**src/rtl/buffer_double_ctrl_pkg.sv**
```systemverilog
// Shared types for the double-buffer accumulation sequencer.
// Optional stall counter: BUFFER_DOUBLE_CTRL_STALL_CNT_EN.
package buffer_double_ctrl_pkg;

  typedef enum logic [1:0] {
    IDLE,
    CLEAR,
    ACC,
    WAIT
  } bdc_state_t;

  localparam int CLEAR_LEN = 1;

endpackage

```
**src/rtl/buffer_double_ctrl_if.sv**
```systemverilog
// Upstream valid/ready and downstream valid/ack bundle.
// master = controller side, slave = environment side.
interface buffer_double_ctrl_if;

  logic iInValid;
  logic oInReady;
  logic oOutValid;
  logic oOutSel;
  logic iOutAck;

  modport master (
    input  iInValid,
    input  iOutAck,
    output oInReady,
    output oOutValid,
    output oOutSel
  );

  modport slave (
    output iInValid,
    output iOutAck,
    input  oInReady,
    input  oOutValid,
    input  oOutSel
  );

endinterface

```
**src/rtl/buffer_double_ctrl_win_counter.sv**
```systemverilog
// Beat counter for one accumulation window.
// Wraps after the last beat; clr has priority over inc.
module win_counter #(
  parameter int WIN_LEN = 256,
  parameter int CWID    = $clog2(WIN_LEN)
) (
  input  logic            clk,
  input  logic            rst,
  input  logic            clr,
  input  logic            inc,
  output logic [CWID-1:0] cnt,
  output logic            last
);

  localparam logic [CWID-1:0] LAST_VAL =
    CWID'(WIN_LEN - 1);

  assign last = (cnt == LAST_VAL);

  always_ff @(posedge clk) begin
    if (rst) begin
      cnt <= '0;
    end else if (clr) begin
      cnt <= '0;
    end else if (inc) begin
      cnt <= last ? '0 : cnt + CWID'(1);
    end
  end

endmodule

```
**src/rtl/buffer_double_ctrl.sv**
```systemverilog
// Ping-pong bank sequencer for the unary accumulator array.
// `define BUFFER_DOUBLE_CTRL_STALL_CNT_EN adds oStallCnt.
module buffer_double_ctrl
  import buffer_double_ctrl_pkg::*;
#(
  parameter int WIN_LEN = 256,
  parameter int CWID    = $clog2(WIN_LEN),
  parameter int WCWID   = 16
) (
  input  logic             clk,
  input  logic             rst,
  input  logic             iStart,
  input  logic             iStop,
  buffer_double_ctrl_if.master bus,
  output logic             oAccSel,
  output logic             oClear,
  output logic             oHold,
`ifdef BUFFER_DOUBLE_CTRL_STALL_CNT_EN
  output logic [31:0]      oStallCnt,
`endif
  output logic [WCWID-1:0] oWinCnt
);

  bdc_state_t state;
  bdc_state_t nstate;

  logic            in_ready;
  logic            out_valid;
  logic            out_sel;
  logic            stop_pend;
  logic            beat;
  logic            publish;
  logic            last;
  logic            bank_free;
  logic            stop_now;
  logic [CWID-1:0] unused_cnt;

  assign bus.oInReady  = in_ready;
  assign bus.oOutValid = out_valid;
  assign bus.oOutSel   = out_sel;

  assign bank_free = ~out_valid | bus.iOutAck;
  assign stop_now  = stop_pend | iStop;

  win_counter #(
    .WIN_LEN (WIN_LEN),
    .CWID    (CWID)
  ) u_win (
    .clk  (clk),
    .rst  (rst),
    .clr  (state == CLEAR),
    .inc  (beat),
    .cnt  (unused_cnt),
    .last (last)
  );

  always_comb begin
    nstate   = state;
    in_ready = 1'b0;
    oClear   = 1'b0;
    oHold    = 1'b1;
    beat     = 1'b0;
    publish  = 1'b0;
    unique case (state)
      IDLE: begin
        if (iStart) nstate = CLEAR;
      end
      CLEAR: begin
        oClear = 1'b1;
        nstate = ACC;
      end
      ACC: begin
        in_ready = 1'b1;
        oHold    = ~bus.iInValid;
        beat     = bus.iInValid;
        if (beat && last) begin
          if (bank_free) begin
            publish = 1'b1;
            nstate  = stop_now ? IDLE : CLEAR;
          end else begin
            nstate = WAIT;
          end
        end
      end
      WAIT: begin
        if (bus.iOutAck) begin
          publish = 1'b1;
          nstate  = stop_now ? IDLE : CLEAR;
        end
      end
      default: nstate = IDLE;
    endcase
  end

  always_ff @(posedge clk) begin
    if (rst) begin
      state     <= IDLE;
      oAccSel   <= 1'b0;
      out_valid <= 1'b0;
      out_sel   <= 1'b0;
      oWinCnt   <= '0;
      stop_pend <= 1'b0;
    end else begin
      state <= nstate;
      // A publish with a same-cycle ack keeps valid high.
      if (publish) begin
        out_valid <= 1'b1;
        out_sel   <= oAccSel;
        oAccSel   <= ~oAccSel;
        oWinCnt   <= oWinCnt + WCWID'(1);
      end else if (bus.iOutAck && out_valid) begin
        out_valid <= 1'b0;
      end
      if (state != IDLE && nstate == IDLE) begin
        stop_pend <= 1'b0;
      end else if (state != IDLE && iStop) begin
        stop_pend <= 1'b1;
      end
    end
  end

`ifdef BUFFER_DOUBLE_CTRL_STALL_CNT_EN
  logic stall;

  assign stall = (state == WAIT) ||
                 (state == ACC && !bus.iInValid);

  always_ff @(posedge clk) begin
    if (rst) begin
      oStallCnt <= '0;
    end else if (state == IDLE && iStart) begin
      oStallCnt <= '0;
    end else if (stall && oStallCnt != '1) begin
      oStallCnt <= oStallCnt + 32'd1;
    end
  end
`endif

endmodule

```
**src/flat_wrapper.sv**
```systemverilog
// flat-port wrapper written by rule: the top's interface ports become plain ports
module buffer_double_ctrl_flat import buffer_double_ctrl_pkg::*;
#(
  parameter int WIN_LEN = 256,
  parameter int CWID    = $clog2(WIN_LEN),
  parameter int WCWID   = 16
)
  (clk, rst, iStart, iStop, oAccSel, oClear, oHold, oWinCnt, bus_iInValid, bus_iOutAck, bus_oInReady, bus_oOutValid, bus_oOutSel);
  buffer_double_ctrl_if bus_i ();
  input  logic clk;
  input  logic rst;
  input  logic iStart;
  input  logic iStop;
  output logic oAccSel;
  output logic oClear;
  output logic oHold;
  output logic [WCWID-1:0] oWinCnt;
  input wire logic [$bits(bus_i.iInValid)-1:0] bus_iInValid;
  input wire logic [$bits(bus_i.iOutAck)-1:0] bus_iOutAck;
  output wire logic [$bits(bus_i.oInReady)-1:0] bus_oInReady;
  output wire logic [$bits(bus_i.oOutValid)-1:0] bus_oOutValid;
  output wire logic [$bits(bus_i.oOutSel)-1:0] bus_oOutSel;
  assign bus_i.iInValid = bus_iInValid;
  assign bus_i.iOutAck = bus_iOutAck;
  assign bus_oInReady = bus_i.oInReady;
  assign bus_oOutValid = bus_i.oOutValid;
  assign bus_oOutSel = bus_i.oOutSel;
  buffer_double_ctrl #(.WIN_LEN(WIN_LEN), .CWID(CWID), .WCWID(WCWID)) u_core (.clk(clk), .rst(rst), .iStart(iStart), .iStop(iStop), .bus(bus_i), .oAccSel(oAccSel), .oClear(oClear), .oHold(oHold), .oWinCnt(oWinCnt));
endmodule
```
**config.mk**
```make
export PLATFORM = sky130hd
export DESIGN_NAME = buffer_double_ctrl_flat
export DESIGN_NICKNAME = d
export VERILOG_FILES = /design/src/rtl/buffer_double_ctrl_pkg.sv /design/src/rtl/buffer_double_ctrl_if.sv /design/src/rtl/buffer_double_ctrl_win_counter.sv /design/src/rtl/buffer_double_ctrl.sv /design/src/flat_wrapper.sv
export SDC_FILE = /design/constraint.sdc
export NUM_CORES = 1
export LEC_CHECK = 0
export ABC_AREA = 1
export BUFFER_PORTS_ARGS = -buffer_cell sky130_fd_sc_hd__buf_2
export CORE_ASPECT_RATIO = 1.75
export CORE_MARGIN = 2
export CORE_UTILIZATION = 29
export DETAILED_ROUTE_END_ITERATION = 8
export HOLD_SLACK_MARGIN = 0.02
export PLACE_DENSITY = 0.44
export SETUP_SLACK_MARGIN = 0.3
export SLEW_MARGIN = 25
export SYNTH_ARGS = -nofsm -noshare
export SYNTH_HDL_FRONTEND = slang
export SYNTH_SLANG_ARGS = --single-unit
```
**constraint.sdc**
```tcl
create_clock -name clk -period 2.3 [get_ports clk]
set_input_delay 0.46 -clock clk [delete_from_list [all_inputs] [get_ports clk]]
set_output_delay 0.46 -clock clk [all_outputs]
set_load 0.01 [all_outputs]
```
==> results.json <==
{
  "crit_top_cell": "nand2_4",
  "clock_sinks": 30,
  "ctsResizeCount": 0,
  "cts-root-buf": "clkbuf_8",
  "powerDensity_mw_per_mm2": 534,
  "postSynthCellCount": 242,
  "yosysTopAreaCell": "dfxtp_1",
  "ioPinCount": 28,
  "cp_max_fo": 19,
  "tightest_slew_ns": 0.418,
  "hold_buffers": 0,
  "min_from": "u_core.bus.oOutSel$_SDFFE_PP0P_",
  "r2r.worst_path.cells": 10,
  "antenna_found_initial": 0,
  "nFillCells": 628,
  "slew_headroom": 0.721,
  "synth.most_common_cell": "nand2_1",
  "drt_iter0_drc": 60,
  "crit_family": "simple AND/OR/NAND/NOR gates",
  "tritoncts": "yes",
  "netlist_top_cells_count": "nand2_1 (70), nor2_1 (37), dfxtp_1 (30), inv_1 (21), nand3_1 (14)",
  "slowest_stage": "dfxtp_1",
  "rrSetupSlack_ns": 0.63,
  "drt-pass1-iter-count": 4,
  "nNetsFinal": 280,
  "seq_area_frac_synth": 0.363,
  "status": "completed",
  "cp_cell_sequence": "ha_1 -> nand3_1 -> nor2_4 -> nand2_4 -> nand2_4 -> nand2_4 -> clkinv_4 -> nand2_1 -> nand2_1 -> nor2_1",
  "async_flop_share": 0,
  "critPathMaxStageDelay_ns": 0.37,
  "clkTransAtPathRegs_ns": 0.06,
  "cp-start-kind": "flip-flop",
  "synthTopCellsByArea": "dfxtp_1 (36%), nand2_1 (16%), nor2_1 (8.4%)",
  "synth_edf_count": 0,
  "routedWlPerCell_um": 11.7,
  "finalCritPeriodShare": 0.725,
  "num_rows": 36,
  "skew_ns": 0.00508,
  "die-area_mm2": 0.00634,
  "r2r-start": "u_core.u_win.cnt[0]$_SDFFE_PP0P_",
  "arrival_ns": 1.85,
  "post_cts_buffers": 0,
  "numCtsBuffers": 5,
  "drive_gt1_frac": 0.210,
  "cp.required_ns": 2.48,
  "num_antenna_cells": 0,
  "viasPerCell": 4.46,
  "start_util": 0.298,
  "fin_crit_ns": 1.67,
  "avgSynthCellArea_um2": 6.83,
  "netlist_area_mm2": 0.00165,
  "final_max_slew_viol_count": 0,
  "min_path_cells": 2,
  "hold_viol_final": 0,
  "vias": 1551,
  "grt_pass1_wl_um": 6960,
  "design.core.area_mm2": 0.00554,
  "r2r_end": "u_core.oAccSel$_SDFFE_PP0P_",
  "wirelength_um": 4060,
  "worstSetupEndpointType": "flip-flop",
  "ant_nets": 0,
  "dp_hpwl_um": 3120,
  "netlist.area_leader.share": 0.363,
  "drv_cap": 0,
  "leakagePower_nw": 0.762,
  "synth_nets": 250,
  "grt_max_degree": 20,
  "crit_type": "flip-flop to flip-flop",
  "area_growth_pct": 16.6,
  "ys_ff_latch": 30,
  "grt_pass1_vias": 1569,
  "fin_setup_tns_ns": 0,
  "globalRouteTotalUtil": 0.147,
  "rsz0062_at_grt": "no",
  "drc": 0,
  "hold_path.class": "flip-flop to flip-flop",
  "p_total_w": 0.00103,
  "synth_cell_type_count": 27,
  "die_w_um": 61.1,
  "whs_endpoint": "u_core.bus.oOutSel$_SDFFE_PP0P_",
  "io_buffers": 27,
  "fmax_mhz": 600,
  "peakVddDrop_mv": 0.249,
  "routabilityCongestion": 0.720,
  "clockBufferDepth": 2,
  "ys.flop_type": "dfxtp_1",
  "h-tree-depth": 2,
  "crit_buf_inv": 1,
  "globalRouteOverflowTotal": 0,
  "chipHeight_um": 104,
  "synth-warning-count": 0,
  "setup_viol": 0,
  "clkLatencyLatePin_ns": 0.28
}
[flip-flops by register name, indices dropped and copies added (netlist names)]
register              cells
u_core.bus.oOutSel        1
u_core.state              2
u_core.oWinCnt           16
u_core.stop_pend          1
u_core.u_win.cnt          8
u_core.bus.oOutValid      1
u_core.oAccSel            1
[per-stage QoR]
step	instance area, µm²	hold slack (ns)	instances	util	setup WS (ns)
after floorplan	1650	0.440	242	-	0.851
after global placement	1850	0.457	341	0.334	0.634
after detailed placement	1850	0.466	341	0.334	0.609
after CTS	1930	0.475	348	0.348	0.598
after global routing	1930	0.500	348	0.348	0.433
final	1930	0.468	348	0.348	0.634
[cell usage in the layout, fill, tap and decap left out, types with 3 or more instances in the layout]
| master | n |
|---|---|
| nand2_1 | 70 |
| nor2_1 | 37 |
| dfxtp_1 | 30 |
| buf_2 | 27 |
| inv_1 | 21 |
| nand3_1 | 14 |
| a21oi_1 | 13 |
| nand2_2 | 7 |
| a21oi_2 | 7 |
| o21ai_0 | 6 |
| nand4_1 | 5 |
| clkbuf_8 | 5 |
| xnor2_1 | 4 |
| xor2_1 | 4 |
| nor3_1 | 4 |
| nand2_4 | 3 |
[layer usage]
layer | vias to the layer above | wire, µm | track usage | share of wire
li1 | 828 | - | - | -
met1 | 689 | 1580 | 0.145 | 0.39
met2 | 27 | 2270 | 0.271 | 0.56
met3 | 7 | 113 | 0.0261 | 0.028
met4 | 0 | 96 | 0.0699 | 0.024
met5 | - | 0 | 0 | 0
[worst register-to-register path, stage by stage, from the launching register on]
cell and delay [ns]:
dfxtp_1 0.37, ha_1 0.19, nand3_1 0.14, nor2_4 0.18
nand2_4 0.08, nand2_4 0.07, nand2_4 0.15, clkinv_4 0.20
nand2_1 0.09, nand2_1 0.06, nor2_1 0.04
[logic make-up after synthesis]
kind of cell	synth area share
AO/OA/AOI/OAI	0.112
flip-flops	0.363
adder cells (fa/ha/maj)	0.0151
buffers and inverters	0.0749
AND/OR/NAND/NOR	0.392
XOR/XNOR	0.0424
[final cells by class]
| type | count | area, µm² | share of cell area |
|---|---|---|---|
| inverter | 23 | 91.3 | 0.0474 |
| timing repair buffer | 27 | 135 | 0.0701 |
| sequential | 30 | 601 | 0.312 |
| clock buffer | 7 | 76.3 | 0.0396 |
| multi-input combinational | 185 | 928 | 0.482 |
| tap | 76 | 95.1 | 0.0494 |
[worst max-delay path by stage]
stage | from | endpoint | cells past startpoint
2_1_floorplan | u_core.oWinCnt[0]$_SDFFE_PP0P_ | u_core.oWinCnt[14]$_SDFFE_PP0P_ | 8
3_3_place_gp | bus_iInValid | u_core.bus.oOutSel$_SDFFE_PP0P_ | 9
3_5_place_dp | u_core.u_win.cnt[0]$_SDFFE_PP0P_ | u_core.oAccSel$_SDFFE_PP0P_ | 10
4_1_cts | u_core.u_win.cnt[0]$_SDFFE_PP0P_ | u_core.oAccSel$_SDFFE_PP0P_ | 10
5_1_grt | u_core.u_win.cnt[1]$_SDFFE_PP0P_ | u_core.bus.oOutSel$_SDFFE_PP0P_ | 9
6_report | u_core.u_win.cnt[0]$_SDFFE_PP0P_ | u_core.oAccSel$_SDFFE_PP0P_ | 10
[report_power, final]
part / switching [W] / leakage [nW] / total (W) / internal [W]
clock network: 0.000192 / 0.0383 / 0.000400 / 0.000208
registers: 0.0000123 / 0.242 / 0.000543 / 0.000530
logic: 0.0000584 / 0.481 / 0.0000866 / 0.0000282
total: 0.000262 / 0.762 / 0.00103 / 0.000766
Power figures use the tool's default switching activity.
